[config.mk]
export PLATFORM = sky130hd
export DESIGN_NAME = timer_countdown_core_flat
export DESIGN_NICKNAME = d
export VERILOG_FILES = /design/src/rtl/timer_countdown_core_if.sv /design/src/rtl/timer_countdown_core.sv /design/src/flat_wrapper.sv
export SDC_FILE = /design/constraint.sdc
export NUM_CORES = 1
export LEC_CHECK = 0
export ABC_AREA = 1
export CORE_MARGIN = 1.5
export CORE_UTILIZATION = 45
export DETAILED_ROUTE_END_ITERATION = 8
export HOLD_SLACK_MARGIN = 0.05
export PLACE_DENSITY = 0.89
export SYNTH_ARGS = -nofsm -noshare
export SYNTH_HDL_FRONTEND = slang
export SYNTH_SLANG_ARGS = --single-unit
[constraint.sdc]
create_clock -name clk -period 1.5 [get_ports clk]
set_input_delay 0.3 -clock clk [delete_from_list [all_inputs] [get_ports clk]]
set_output_delay 0.3 -clock clk [all_outputs]
set_load 0.02 [all_outputs]
[src/rtl/timer_countdown_core_if.sv]
// Control/status bundle between the timer countdown core and its
// neighbours: the prescaler and CSR logic drive the controls, and the
// CSR/IRQ logic reads back the status.
interface timer_countdown_core_if #(
  parameter int WIDTH = 32
);
  // Controls, driven toward the core
  logic             tick;
  logic             start;
  logic             stop;
  logic             periodic;
  logic [WIDTH-1:0] load_val;
  logic             irq_en;
  logic             irq_clr;

  // Status, driven by the core
  logic [WIDTH-1:0] count;
  logic             running;
  logic             expire;
  logic             irq_flag;
  logic             irq;

  // Controller side: drives the controls and observes the status
  modport master (
    output tick, start, stop, periodic, load_val, irq_en, irq_clr,
    input  count, running, expire, irq_flag, irq
  );

  // Core side: consumes the controls and produces the status
  modport slave (
    input  tick, start, stop, periodic, load_val, irq_en, irq_clr,
    output count, running, expire, irq_flag, irq
  );
endinterface

[src/rtl/timer_countdown_core.sv]
// Timer down-counter stage. Each prescaler tick decrements the count.
// When a tick arrives with the count already at zero, the timer expires:
// it pulses expire and sets the sticky irq_flag. It then either reloads
// (periodic) or parks in DONE (one-shot). Every output is registered
// except irq, which is the flag gated by the enable mask.
module timer_countdown_core #(
  parameter int WIDTH = 32
) (
  input  logic                  clk,
  input  logic                  rst,
  timer_countdown_core_if.slave bus
);

  typedef enum logic [1:0] {
    IDLE = 2'd0,
    RUN  = 2'd1,
    DONE = 2'd2
  } state_t;

  state_t           state_reg, state_next;
  logic [WIDTH-1:0] count_reg, count_next;
  logic             expire_reg, expire_next;
  logic             irq_flag_reg, irq_flag_next;

  // State and datapath registers with synchronous reset
  always_ff @(posedge clk) begin
    if (rst) begin
      state_reg    <= IDLE;
      count_reg    <= '0;
      expire_reg   <= 1'b0;
      irq_flag_reg <= 1'b0;
    end else begin
      state_reg    <= state_next;
      count_reg    <= count_next;
      expire_reg   <= expire_next;
      irq_flag_reg <= irq_flag_next;
    end
  end

  // Next-state logic. stop outranks start, and start outranks tick.
  // A zero count reached by the decrement is still a live count: expiry
  // happens on the following tick, so load_val=N gives N+1 ticks per period.
  always_comb begin
    logic fire;
    state_next  = state_reg;
    count_next  = count_reg;
    expire_next = 1'b0;
    fire        = 1'b0;

    if (bus.stop) begin
      state_next = IDLE;
    end else if (bus.start) begin
      count_next = bus.load_val;
      state_next = RUN;
    end else if (state_reg == RUN && bus.tick) begin
      if (count_reg != '0) begin
        count_next = count_reg - WIDTH'(1);
      end else begin
        fire = 1'b1;
        if (bus.periodic) begin
          count_next = bus.load_val;
        end else begin
          state_next = DONE;
        end
      end
    end

    expire_next = fire;
    // If an expiry and a clear arrive together, the expiry wins.
    if (fire) begin
      irq_flag_next = 1'b1;
    end else if (bus.irq_clr) begin
      irq_flag_next = 1'b0;
    end else begin
      irq_flag_next = irq_flag_reg;
    end
  end

  assign bus.count    = count_reg;
  assign bus.running  = (state_reg == RUN);
  assign bus.expire   = expire_reg;
  assign bus.irq_flag = irq_flag_reg;
  assign bus.irq      = irq_flag_reg & bus.irq_en;

endmodule

[src/flat_wrapper.sv]
// flat-port wrapper written by rule: the top's interface ports become plain ports
module timer_countdown_core_flat 
#(
  parameter int WIDTH = 32
)
  (clk, rst, bus_tick, bus_start, bus_stop, bus_periodic, bus_load_val, bus_irq_en, bus_irq_clr, bus_count, bus_running, bus_expire, bus_irq_flag, bus_irq);
  timer_countdown_core_if #(.WIDTH(WIDTH)) bus_i ();
  input  logic clk;
  input  logic rst;
  input wire logic [$bits(bus_i.tick)-1:0] bus_tick;
  input wire logic [$bits(bus_i.start)-1:0] bus_start;
  input wire logic [$bits(bus_i.stop)-1:0] bus_stop;
  input wire logic [$bits(bus_i.periodic)-1:0] bus_periodic;
  input wire logic [$bits(bus_i.load_val)-1:0] bus_load_val;
  input wire logic [$bits(bus_i.irq_en)-1:0] bus_irq_en;
  input wire logic [$bits(bus_i.irq_clr)-1:0] bus_irq_clr;
  output wire logic [$bits(bus_i.count)-1:0] bus_count;
  output wire logic [$bits(bus_i.running)-1:0] bus_running;
  output wire logic [$bits(bus_i.expire)-1:0] bus_expire;
  output wire logic [$bits(bus_i.irq_flag)-1:0] bus_irq_flag;
  output wire logic [$bits(bus_i.irq)-1:0] bus_irq;
  assign bus_i.tick = bus_tick;
  assign bus_i.start = bus_start;
  assign bus_i.stop = bus_stop;
  assign bus_i.periodic = bus_periodic;
  assign bus_i.load_val = bus_load_val;
  assign bus_i.irq_en = bus_irq_en;
  assign bus_i.irq_clr = bus_irq_clr;
  assign bus_count = bus_i.count;
  assign bus_running = bus_i.running;
  assign bus_expire = bus_i.expire;
  assign bus_irq_flag = bus_i.irq_flag;
  assign bus_irq = bus_i.irq;
  timer_countdown_core #(.WIDTH(WIDTH)) u_core (.clk(clk), .rst(rst), .bus(bus_i));
endmodule
### Word-level counts from Yosys, hierarchy flattened

Index checks and enable logic that the tools add are counted.

* $add $sub $neg: 1
* equal/unequal tests: 3
* multiplexer cells: 14
* bitwise operators: 4
* reductions and logical operators: 10

Operators by type and width (number)
* 32-bit 2-to-1 mux: 4
* 32-bit nonzero test: 1
* 32-bit by 1-bit subtractor with 32-bit output, second input constant: 1
* 1-bit 2-to-1 mux: 10
* 3-bit AND reduction: 3
* 2-bit inequality test, second input constant: 2
* 2-bit nonzero test: 2
* 1-bit inverter: 3
* 3-bit nonzero test: 1
* 3-bit OR reduction: 1
* 2-bit by 1-bit equality test with 1-bit output, second input constant: 1
* 2-bit OR reduction: 1
* 1-bit bitwise AND: 1
* 1-bit logical AND: 1

* register bits: 36
* output and inout port bits: 36
* word-level logic and storage cells: 37

### Logic depth before layout (Yosys ltp)

* depth in word-level cells: 6
* depth in mapped cells: 12

### Least setup slack after synthesis

No wires, ideal clock.

* path type: register to register
* start: register u_core.count_reg[0] (netlist: u_core.bus.count[0])
* end: register u_core.count_reg[18] (netlist: u_core.bus.count[18])
* arrival time: 1594 ps
* required time: 1386 ps
* path slack: -207 ps
* cell stages (with the launch flop): 12
* period minus slack after synthesis: 1707 ps
* cells stage by stage: dfxtp_1 > inv_1 > ha_1 > nand2_1 > nor2_2 > nand2_4 > nor2_4 > nor2_2 > buf_2 > nand2_1 > a21oi_1 > nor2_1

* cells in the longest elaborated chain, start to end: 4
* elaborated cells between the ends (all ways): 7
* classes of those cells: add/sub (1); mux (3); reduce/logical (3)

Ends and longest elaborated chain
* start, declared: RTL line timer_countdown_core.sv:21 `logic [WIDTH-1:0] count_reg, count_next;`
* start signal, assigned: RTL line timer_countdown_core.sv:34 `count_reg <= count_next;`
* 32-bit by 1-bit subtractor with 32-bit output or 32-bit nonzero test (tied branches): RTL line timer_countdown_core.sv:57, timer_countdown_core.sv:56
* 32-bit 2-to-1 mux: RTL line timer_countdown_core.sv:56 `if (count_reg != '0) begin`
* 32-bit 2-to-1 mux: RTL line timer_countdown_core.sv:55 `end else if (state_reg == RUN && bus.tick) begin`
* 32-bit 2-to-1 mux: RTL line timer_countdown_core.sv:52 `end else if (bus.start) begin`

Several ways; a longest one is shown, not always the timed one. The select of a mux whose other input is x is not followed.
A chain may end at the register's enable or synchronous reset.

### Worst setup path after layout

* start: register u_core.count_reg[15] (netlist: u_core.bus.count[15])
* end: register u_core.count_reg[27] (netlist: u_core.bus.count[27])

The elaborated chain is that of the path after synthesis.

==> results_dict.tcl <==
set metrics [dict create \
    status "finished, violations left" \
    violations "design-rule violations, negative setup slack" \
    synthTopCellsByCount "nand2_1, nor2_1, inv_1" \
    cts-root-buf "clkbuf_8" \
    fillers 233 \
    gp_congestion 0.971 \
    drt-initial-drc-count 983 \
    fin_area_sq_um 5460 \
    die_y_um 83.1 \
    die-area_sq_um 6900 \
    power.total_uw 4390 \
    crit_chain "buf_4 > nor2_1 > nand2_1 > nor2_1 > nand2_1 > o21ai_1 > nand3_2 > nand2_1 > nor2_1 > nor2_1" \
    crit_top_cell "nor2_1" \
    area_growth_pct 89.3 \
    synth_nets 561 \
    p_clk_share_pct 19.6 \
    h-tree-depth 2 \
    post-route-util_pct 90.2 \
    hold_viol 0 \
    synth_cells 519 \
    multiInputGateArea_sq_um 2310 \
    hpwl_um 7960 \
    port_buffers 75 \
    layout-drive-gt1-share_pct 40.7 \
    grt_pass1_wl_um 23100 \
    arrival_ns 2.29 \
    grt-ovfl-total 0 \
    clock_sinks 36 \
    clk_latency_ns 0.31 \
    synthTopCellsByArea "nand2_1, dfxtp_1, nor2_1, inv_1, nand3_1" \
    seqPwrFrac_pct 25.6 \
    syn_area_sq_um 2890 \
    crit_fanout 3 \
    drtAntennaViolNets 0 \
    synth_top_area_cell "nand2_1" \
    start_util_pct 47.6 \
    cts_tree "yes" \
    synth-edff-count 0 \
    synth_ff_type "dfxtp_1" \
    worstMarginPinSlew_ns 0.434 \
    wl_um 18600 \
    ir_drop_mv 0.697 \
    synth_area_per_cell_sq_um 5.56 \
    fin_crit_sh_pct 137 \
    drt_first_pass_iters 9 \
    vias_per_cell 6.47 \
    period_needed_ns 2.05 \
    largest_reg_flops 32 \
    start_kind "register" \
    cts.hold.buffers_added 0 \
    grt_max_degree 21 \
    rsz0062_at_grt "true" \
    max_freq_mhz 487 \
    die_w_um 83.1 \
    maxCapViolCount 0 \
    fin_ws_ns -0.554 \
    place_area_sq_um 4420 \
    switching_share_pct 43.7 \
    vias 5112 \
    numCtsBuffers 5 \
    dpl_worst_slack_ns -0.267 \
    hold_path_class "register to register" \
    fin_tns_setup_ns -14.29 \
    synth_cell_types 27 \
    synth_top_cell_area_share_pct 25.5 \
    critPathCaptureType "register" \
    wire_per_inst_um 23.6 \
    slowest_delay_ns 0.37 \
    pin_count 76 \
    power.density_nw_per_um2 804 \
    setup_viol 39 \
    criticalPathCategory "register to register" \
    p_int_uw 2470 \
    antenna_cells 0 \
    p_comb_share_pct 54.8 \
    async_flop_share_pct 0 \
    regArea_sq_um 772 \
    fin_skew_ns 0.00380 \
    grt_pass1_vias 4695 \
    cts_max_path_buffers 2 \
    clk_pin_slew_ns 0.09 \
    nets 756 \
    slew_headroom_pct 70.8 \
    std_cell_rows 28 \
    leakage_uw 0.00281 \
    ys_ff_latch 36 \
    track_usage_pct 42.0 \
    slowest_stage "o21ai_1" \
    ys_seq_area_share_pct 25.0 \
    synth_most_common_cell "nand2_1" \
    p_sw_uw 1920 \
    critPathRequiredTime_ns 1.74 \
    drc_errors 164 \
    antenna_found_initial 0 \
    yosysWarnings 0 \
    coreArea_sq_um 6060 \
    drv_slew 0 \
]
-- stage by stage --
step,hold WS (ns),std cells
CTS,0.489,780
floorplan,0.434,519
detailed placement,0.477,743
finish,0.497,790
global route,0.521,790
global placement,0.451,743
-- power by group through the flow --
stage,Sequential [uW],Combinational (uW),Clock [uW]
after floorplan,1210,758,0
after global placement,1110,1610,0
after detailed placement,1110,1670,0
after CTS,1100,1870,818
after global routing,1130,2480,871
final,1130,2410,860
-- timing repair --
action,CTS,global route
setup buffers,21,10
setup endpoints to repair,70,37
cloned,9,1
pin swaps,22,40
gates resized for setup,98,94
-- cell families (layout without fill, tap and decap cells) --
kind of cell | after synthesis | after routing | synth area share, %
simple gates | 377 | 377 | 54.2
buf+inv | 68 | 264 | 11.3
flops | 36 | 36 | 25.0
compound gates | 24 | 24 | 5.07
xor+xnor | 12 | 12 | 3.64
fa+ha+maj | 2 | 2 | 0.867
-- final timing paths --
| check | slack, ns | to | start | cells past startpoint |
|---|---|---|---|---|
| max | -0.55 | u_core.bus.count[27]$_SDFFE_PP0P_ | u_core.bus.count[15]$_SDFFE_PP0P_ | 10 |
| min | 0.50 | u_core.state_reg[1]$_SDFFE_PP0P_ | u_core.state_reg[1]$_SDFFE_PP0P_ | 2 |
| max reg2reg | -0.55 | u_core.bus.count[27]$_SDFFE_PP0P_ | u_core.bus.count[15]$_SDFFE_PP0P_ | 10 |
| min reg2reg | 0.50 | u_core.state_reg[1]$_SDFFE_PP0P_ | u_core.state_reg[1]$_SDFFE_PP0P_ | 2 |
-- per-layer routing --
metal | vias to the layer above | wire (um) | track usage [%]
li1 | 1974 | - | -
met3 | 277 | 2850 | 11.6
met1 | 2240 | 5940 | 47.2
met4 | 0 | 2100 | 33.2
met2 | 621 | 7720 | 66.5
met5 | - | 0 | 0
-- final cells by class --
cell class,instances,area share [%]
inverter,53,3.78
multi-input combinational,415,42.3
clock buffer,8,1.83
tap,75,1.72
sequential,36,14.1
timing repair buffer,203,36.2
-- placed cells by master, fill, tap and decap left out, types with 21 or more instances in the layout --
cell	n
inv_1	48
clkdlybuf4s50_1	39
nor2_1	79
dfxtp_2	26
dlygate4sd2_1	33
nand2_1	161
buf_4	100
nor2_2	34
nor2_4	21
nand2_2	29
-- worst max-delay path: cells and delay by family (launching register included) --
family	cells	cell delay, ns
flip-flops	1	0.34
AO/OA/AOI/OAI	1	0.37
buffers and inverters	1	0.14
AND/OR/NAND/NOR	8	1.13
(Power assumes the default switching activity.)
